[src/rtl/gate_ctrl.sv]
// rtl/gate_ctrl.sv - equal-precision gate sequencer; optional timeout path via GATE_CTRL_TIMEOUT_EN
`timescale 1ns/1ps

module gate_ctrl #(
  parameter int GATE_CYCLES    = 50_000_000,
  parameter int TIMEOUT_CYCLES = 100_000_000,
  parameter int SYNC_STAGES    = 2
) (
  input  logic clk,
  input  logic rst,
  input  logic start_sig,
  input  logic fx,
  output logic gate,
  output logic cnt_clr,
  output logic cnt_latch,
  output logic busy,
  output logic valid,
  output logic done,
  output logic timeout
);

  localparam int GW = $clog2(GATE_CYCLES + 1);
  localparam logic [GW-1:0] GATE_LAST = GW'(GATE_CYCLES - 1);
`ifdef GATE_CTRL_TIMEOUT_EN
  localparam int TW = $clog2(TIMEOUT_CYCLES + 1);
  localparam logic [TW-1:0] TO_LAST = TW'(TIMEOUT_CYCLES - 1);
`endif

  typedef enum logic [2:0] {
    S_IDLE,
    S_CLEAR,
    S_ARM,
    S_GATE,
    S_LATCH,
    S_FIN
  } state_t;

  logic [SYNC_STAGES-1:0] r_start_sync;
  logic [SYNC_STAGES-1:0] r_fx_sync;
  logic                   r_start_d;
  logic                   r_fx_d;
  logic                   r_start_rise;
  logic                   r_fx_rise;

  state_t                 r_state;
  logic                   r_gate;
  logic                   r_cnt_clr;
  logic                   r_cnt_latch;
  logic                   r_valid;
  logic                   r_done;
  logic [GW-1:0]          r_preset;
  logic                   r_preset_done;
`ifdef GATE_CTRL_TIMEOUT_EN
  logic [TW-1:0]          r_tcnt;
  logic                   r_timeout;
`else
  logic                   w_unused_timeout_cfg;
`endif

  // Synchronize the async inputs, then register a one-cycle pulse per rising edge
  always_ff @(posedge clk or posedge rst) begin
    if (rst) begin
      r_start_sync <= '0;
      r_fx_sync    <= '0;
      r_start_d    <= 1'b0;
      r_fx_d       <= 1'b0;
      r_start_rise <= 1'b0;
      r_fx_rise    <= 1'b0;
    end else begin
      r_start_sync <= {r_start_sync[SYNC_STAGES-2:0], start_sig};
      r_fx_sync    <= {r_fx_sync[SYNC_STAGES-2:0], fx};
      r_start_d    <= r_start_sync[SYNC_STAGES-1];
      r_fx_d       <= r_fx_sync[SYNC_STAGES-1];
      r_start_rise <= r_start_sync[SYNC_STAGES-1] & ~r_start_d;
      r_fx_rise    <= r_fx_sync[SYNC_STAGES-1] & ~r_fx_d;
    end
  end

  // Measurement sequencer: gate, pulses and flags are registered with the state
  always_ff @(posedge clk or posedge rst) begin
    if (rst) begin
      r_state       <= S_IDLE;
      r_gate        <= 1'b0;
      r_cnt_clr     <= 1'b0;
      r_cnt_latch   <= 1'b0;
      r_valid       <= 1'b0;
      r_done        <= 1'b0;
      r_preset      <= '0;
      r_preset_done <= 1'b0;
`ifdef GATE_CTRL_TIMEOUT_EN
      r_tcnt        <= '0;
      r_timeout     <= 1'b0;
`endif
    end else begin
      r_cnt_clr   <= 1'b0;
      r_cnt_latch <= 1'b0;
      r_done      <= 1'b0;
      case (r_state)
        S_IDLE: begin
          if (r_start_rise) begin
            r_valid <= 1'b0;
`ifdef GATE_CTRL_TIMEOUT_EN
            r_timeout <= 1'b0;
`endif
            r_state <= S_CLEAR;
          end
        end
        S_CLEAR: begin
          r_cnt_clr <= 1'b1;
`ifdef GATE_CTRL_TIMEOUT_EN
          r_tcnt <= '0;
`endif
          r_state <= S_ARM;
        end
        S_ARM: begin
          // An fx edge on the terminal timeout cycle still opens the gate
          if (r_fx_rise) begin
            r_gate        <= 1'b1;
            r_preset      <= '0;
            r_preset_done <= 1'b0;
            r_state       <= S_GATE;
          end
`ifdef GATE_CTRL_TIMEOUT_EN
          else if (r_tcnt == TO_LAST) begin
            r_gate    <= 1'b0;
            r_timeout <= 1'b1;
            r_valid   <= 1'b0;
            r_state   <= S_IDLE;
          end else begin
            r_tcnt <= r_tcnt + TW'(1);
          end
`endif
        end
        S_GATE: begin
          if (r_preset != GATE_LAST) begin
            r_preset <= r_preset + GW'(1);
          end
          // Close only on an fx edge once the preset time has elapsed
          if (r_fx_rise && r_preset_done) begin
            r_gate  <= 1'b0;
            r_state <= S_LATCH;
          end
`ifdef GATE_CTRL_TIMEOUT_EN
          else if (r_preset_done && (r_tcnt == TO_LAST)) begin
            r_gate    <= 1'b0;
            r_timeout <= 1'b1;
            r_valid   <= 1'b0;
            r_state   <= S_IDLE;
          end
`endif
          else if (!r_preset_done && (r_preset == GATE_LAST)) begin
            r_preset_done <= 1'b1;
`ifdef GATE_CTRL_TIMEOUT_EN
            r_tcnt <= '0;
`endif
          end
`ifdef GATE_CTRL_TIMEOUT_EN
          else if (r_preset_done) begin
            r_tcnt <= r_tcnt + TW'(1);
          end
`endif
        end
        S_LATCH: begin
          r_cnt_latch <= 1'b1;
          r_state     <= S_FIN;
        end
        S_FIN: begin
          r_done  <= 1'b1;
          r_valid <= 1'b1;
          r_state <= S_IDLE;
        end
        default: begin
          r_state <= S_IDLE;
        end
      endcase
    end
  end

  assign gate      = r_gate;
  assign cnt_clr   = r_cnt_clr;
  assign cnt_latch = r_cnt_latch;
  assign valid     = r_valid;
  assign done      = r_done;
  assign busy      = (r_state != S_IDLE);
`ifdef GATE_CTRL_TIMEOUT_EN
  assign timeout   = r_timeout;
`else
  assign timeout   = 1'b0;
  assign w_unused_timeout_cfg = ^TIMEOUT_CYCLES;
`endif

endmodule
[config.mk]
export PLATFORM = sky130hd
export DESIGN_NAME = gate_ctrl
export DESIGN_NICKNAME = d
export VERILOG_FILES = /design/src/rtl/gate_ctrl.sv
export SDC_FILE = /design/constraint.sdc
export NUM_CORES = 1
export LEC_CHECK = 0
export ABC_AREA = 1
export CAP_MARGIN = 40
export CORE_ASPECT_RATIO = 0.6
export CORE_MARGIN = 2
export CORE_UTILIZATION = 45
export DETAILED_ROUTE_END_ITERATION = 6
export SLEW_MARGIN = 40
export SYNTH_ARGS = -nofsm -noshare
export SYNTH_HDL_FRONTEND = slang
export SYNTH_SLANG_ARGS = --single-unit
export TNS_END_PERCENT = 50
[constraint.sdc]
create_clock -name clk -period 1.69 [get_ports clk]
set_clock_uncertainty 0.05 [all_clocks]
set_input_delay 0.4225 -clock clk [delete_from_list [all_inputs] [get_ports clk]]
set_output_delay 0.4225 -clock clk [all_outputs]
set_load 0.03 [all_outputs]
==> impl_metrics.json, run 1 <==
{
  "num_io_pins": 11,
  "synth_area_leader_cell": "dfrtp_1",
  "drtIter0Drc": 129,
  "io_buffer_count": 9,
  "std_cell_rows": 20,
  "cap_violations": 0,
  "ys_seq_area_frac": 0.430,
  "fp.coreArea_mm2": 0.00520,
  "vias_per_cell": 4.92,
  "post-place-ws_ps": -35.7,
  "grt_remaining_overflow": 0,
  "drc": 0,
  "die-height_um": 61.8,
  "fmax_mhz": 616,
  "htree_levels": 2,
  "yosysWarnings": 0,
  "start_util": 0.481,
  "intPower_mw": 2.06,
  "syn_avg_cell_area_um2": 7.11,
  "cts_buffer_depth": 2,
  "cp-end-kind": "output pin",
  "grt_max_degree": 44,
  "gp_congestion": 0.892,
  "worstPathArrival_ps": 1150,
  "irDropWorstVdd_v": 0.000715,
  "syn-num-nets": 357,
  "ant_nets": 0,
  "place_area_mm2": 0.00283,
  "drive_gt1_frac": 0.195,
  "p_per_area_mw_per_mm2": 1110,
  "critPathMaxFanout": 2,
  "netlist_instances": 352,
  "ctsHoldBuffers": 0,
  "switching_power_mw": 1.34,
  "ys_top_cells_by_count": "nand2_1 (116), nor2_1 (60), nand3_1 (47)",
  "cts_made_buffers": 5,
  "n_antenna_cell": 0,
  "antenna_found_initial": 0,
  "die_w_um": 100,
  "drtPass1Iterations": 4,
  "yosysTopAreaCellShare": 0.430,
  "synth.distinct_cells": 31,
  "fin_area_mm2": 0.00305,
  "synthesis.area_mm2": 0.00250,
  "hp-class": "reg -> reg",
  "area_growth_pct": 22.1,
  "min_period_over_period": 0.961,
  "cts-root-buf": "clkbuf_8",
  "period_needed_ps": 1620,
  "slew_viol_final": 0,
  "finalHoldViolations": 0,
  "synth_edf_count": 0,
  "synth.most_common_cell": "nand2_1",
  "synth_flop_cell": "dfrtp_1",
  "routedWlPerCell_um": 13.7,
  "combPwrFrac": 0.440,
  "grt_pass1_wl_mm": 10.3,
  "first_global_vias": 2021,
  "synth.area.top_cells": "dfrtp_1 (43%), nand2_1 (17%), nand3_1 (9.4%), nor2_1 (9.0%), inv_1 (3.6%)",
  "start_kind": "register",
  "cts.sinks": 43,
  "required_ps": 1220,
  "sequentialPowerShare": 0.350,
  "fin_nets": 394,
  "vias": 2244,
  "drt_wl_total_mm": 6.27,
  "die-area_mm2": 0.00619,
  "swShare": 0.394,
  "p_leak_nw": 1.38,
  "path_clk_slew_ps": 90,
  "pwr-share-clk": 0.210,
  "cts_tree": "done",
  "synth_seq_cells": 43,
  "postLayoutSetupSlackWorst_ps": 66.7,
  "async_flop_share": 1.00,
  "status": "finished, final reports clean",
  "crit_type": "reg -> out",
  "clk_latency_ps": 310,
  "grtUsageTotal": 0.219,
  "setup_violations": 0,
  "dp_hpwl_mm": 4.55
}
## repair_timing
item	in CTS	in global routing
setup buffers	0	5
pin swaps	0	2
gates resized for setup	8	26
setup endpoints to repair	6	30
hold endpoints to repair	0	0
cloned	0	1
## cells in the final DEF, fill, tap and decap left out, types with 6 or more instances in the layout
master,n
buf_4,23
dfrtp_1,39
inv_1,21
inv_2,7
nand2_1,115
nand3_1,47
nor2_1,55
nor2_2,6
o21ai_0,7
## registers in the layout, summed over array words and instances, names as in the netlist, 2 cells and up
register and flops:
r_fx_sync 2, r_start_sync 2, r_preset 26, r_state 3
## per-layer routing
metal / up-vias / share of wire / global-route usage
li1: 1174 / - / -
met1: 1015 / 0.57 / 0.360
met2: 50 / 0.38 / 0.288
met3: 5 / 0.048 / 0.0403
met4: 0 / 0.0072 / 0.0548
met5: - / 0 / 0
## cell families after synthesis
family          after synthesis  share of synthesized area
simple gates                246                      0.433
flops                        43                      0.430
buf+inv                      38                     0.0690
compound gates               14                     0.0295
xor+xnor                      9                     0.0315
fa+ha+maj                     1                    0.00500
other cells                   1                    0.00150
## per-stage QoR
step	std cells	hold WS, ps	utilization	setup TNS [ps]	total power [mW]
2_1_floorplan	352	281	-	0	1.94
3_3_place_gp	442	285	0.543	-18.7	2.45
3_5_place_dp	442	287	0.543	-35.7	2.45
4_1_cts	450	310	0.560	-79.7	3.15
5_1_grt	456	312	0.587	-269	3.61
6_report	456	308	0.587	0	3.40
## area by class of cell
type	count	area, um2
flip-flops and latches	43	1080
clock buffers	5	68.8
inverters	30	118
repair buffers	38	374
well taps	66	82.6
clock inverters	3	26.3
multi-input cells	271	1300
fillers	490	2150
## power by group through the flow
stage                     Combinational, mW  Clock [mW]  Sequential [mW]
after floorplan                       0.678           0             1.27
after global placement                 1.26           0             1.19
after detailed placement               1.26           0             1.19
after CTS                              1.24       0.738             1.17
after global routing                   1.62       0.785             1.20
final                                  1.50       0.716             1.19
## final timing paths
check / end / cells after the start / slack, ps / from
worst max-delay path: busy / 5 / 70 / r_state[0]
worst min register to register: r_start_sync[1] / 0 / 310 / r_start_sync[0]
min in group asynchronous: r_preset[9] / 3 / 410 / rst
max in group asynchronous: r_preset[4] / 3 / 960 / rst
worst min-delay path: r_start_sync[1] / 0 / 310 / r_start_sync[0]
worst max register to register: r_preset[21] / 10 / 80 / r_preset[0]
## worst max-delay path: stages, from the launching register on
cell	delay, ps
dfrtp_1	390
inv_2	60
nand2_2	50
nor2_2	120
inv_1	60
buf_4	160
No activity file was read; power rests on OpenSTA's default activity.
==> run 2: changes to the inputs <==
--- a/config.mk
+++ b/config.mk
@@ -15,4 +15,3 @@
 export SYNTH_ARGS = -nofsm -noshare
 export SYNTH_HDL_FRONTEND = slang
 export SYNTH_SLANG_ARGS = --single-unit
-export TNS_END_PERCENT = 50
==> results of run 2 <==
The final DEF is identical to that of run 1; final timing and power are the same.
==> run 3: changes to the inputs <==
--- a/config.mk
+++ b/config.mk
@@ -8,7 +8,6 @@
 export ABC_AREA = 1
 export CAP_MARGIN = 40
 export CORE_ASPECT_RATIO = 0.6
-export CORE_MARGIN = 2
 export CORE_UTILIZATION = 45
 export DETAILED_ROUTE_END_ITERATION = 6
 export SLEW_MARGIN = 40
==> run 3 against run 2 <==
Sequential cell count is the same. Combinational power shrank 13%. Clock power increased by 15%. Sequential share of layout area increased by 0.73 points. Power down 2.8%. Hold slack worse by 14 ps. Setup slack better by 9.5 ps. Fmax rose by 0.59%. Non-clock buffer count down 3.
==> impl_metrics.json, run 3 (synthesized netlist as in run 1, its figures left out) <==
{
  "die_w_um": 98.2,
  "grtUsageTotal": 0.230,
  "largest_reg_flops": 26,
  "fp.coreArea_mm2": 0.00520,
  "drive_gt1_frac": 0.189,
  "fin_nets": 391,
  "swShare": 0.378,
  "drc": 0,
  "antenna_found_initial": 0,
  "finalHoldViolations": 0,
  "m1WireLength_mm": 3.39,
  "cts_tree": "done",
  "dp_hpwl_mm": 4.64,
  "irDropWorstVdd_v": 0.000563,
  "stdcell_count": 453,
  "cts-root-buf": "clkbuf_8",
  "crit_type": "reg -> out",
  "cts_made_buffers": 5,
  "period_needed_ps": 1610,
  "htree_levels": 2,
  "critPathMaxFanout": 2,
  "first_global_vias": 2046,
  "cp_slowest_cell": "dfrtp_1",
  "final_common_cell": "nand2_1",
  "vias_per_cell": 5.01,
  "p_per_area_mw_per_mm2": 1100,
  "grt_max_degree": 36,
  "vias": 2271,
  "routedWlPerCell_um": 13.4,
  "top_layer": "met4",
  "start_kind": "register",
  "num_io_pins": 11,
  "die-area_mm2": 0.00587,
  "ctsHoldBuffers": 0,
  "cts.sinks": 43,
  "regMostFlops": "r_preset",
  "p_leak_nw": 1.35,
  "dpl.cell_count": 444,
  "hp-class": "in -> async",
  "io_buffer_count": 9,
  "path_clk_slew_ps": 90,
  "grt_remaining_overflow": 0,
  "cts_buffer_depth": 2,
  "wl_met2_mm": 2.22,
  "path_cells": "inv_2, nand2_2, nor2_4, inv_1, buf_4",
  "reg_top3": "r_preset: 26 flops, r_state: 3 flops",
  "switching_power_mw": 1.25,
  "status": "finished, final reports clean",
  "grt_pass1_wl_mm": 10.3,
  "gp_congestion": 0.917,
  "cap_violations": 0,
  "slowest_delay_ps": 390,
  "worstPathArrival_ps": 1140,
  "wl_met3_um": 413,
  "drt_wl_total_mm": 6.06,
  "intPower_mw": 2.06,
  "combPwrFrac": 0.395,
  "drtIter0Drc": 151,
  "fillers": 478,
  "drtPass1Iterations": 4,
  "setup_violations": 0,
  "std_cell_rows": 20,
  "power_mw": 3.31,
  "slew_viol_final": 0,
  "sequentialPowerShare": 0.356,
  "cp-end-kind": "output pin",
  "ant_nets": 0,
  "pwr-share-clk": 0.248,
  "fmax_mhz": 620,
  "layout_common_cells": "nand2_1 (115), nor2_1 (57), nand3_1 (47)",
  "required_ps": 1220,
  "min_period_over_period": 0.955,
  "n_antenna_cell": 0,
  "die-height_um": 59.8,
  "area_growth_pct": 19.9,
  "start_util": 0.481,
  "clk_latency_ps": 300
}
run 3: changes by cell type in the layout (fill, tap and decap cells not counted), sizes merged:
cell,delta
clkbuf,-1
clkinvlp,+1
inv,-2
buf,-2
bufinv,+1
run 3: what timing repair did:
item                       in CTS  in global routing
pin swaps                       0                  1
setup endpoints to repair       6                 28
setup buffers                   0                  1
gates resized for setup         8                 22
run 3: power by group through the flow:
stage | clock network [mW] | logic (mW) | registers (mW)
finish | 0.822 | 1.31 | 1.18
global placement | 0 | 1.23 | 1.19
floorplan | 0 | 0.678 | 1.27
detailed placement | 0 | 1.24 | 1.19
CTS | 0.851 | 1.21 | 1.17
global route | 0.888 | 1.43 | 1.19
run 3: area by class of cell:
cell class / count / area, um2 / area share
multi-input combinational: 271 / 1280 / 0.428
sequential: 43 / 1080 / 0.361
timing repair buffer: 35 / 318 / 0.106
inverter: 30 / 116 / 0.0388
tap: 66 / 82.6 / 0.0275
clock buffer: 5 / 68.8 / 0.0229
clock inverter: 3 / 46.3 / 0.0154
run 3: metal layers:
metal  vias up  global-route usage
li1       1164                   -
met1      1029               0.373
met2        73               0.310
met3         5              0.0421
met4         0              0.0512
met5         -                   0
run 3: worst paths after layout:
kind	start	endpoint	slack [ps]	cells past startpoint
max in group asynchronous	rst	r_preset[5]	830	3
hold reg to reg	r_start_sync[0]	r_start_sync[1]	320	0
setup / recovery	r_state[0]	busy	80	5
hold / removal	rst	r_fx_sync[1]	290	2
min in group clk	r_start_sync[0]	r_start_sync[1]	320	0
setup reg to reg	r_preset[9]	r_preset[20]	110	10
run 3: per-stage QoR:
step	TNS, ps	cell area, um2	hold WS [ps]	util	worst slack (ps)
floorplan	0	2500	281	-	52.7
CTS	-62.9	2950	293	0.567	-62.9
detailed placement	-30.1	2840	298	0.546	-30.1
finish	0	3000	294	0.576	76.2
global placement	-28.7	2840	282	0.546	-28.7
global route	-7.15	3000	311	0.576	-5.27
run 3: worst max-delay path: cells and delay by family, from the launching register on:
family	cells	cell delay [ps]
flip-flops	1	390
AND/OR/NAND/NOR	2	180
buffers and inverters	3	270
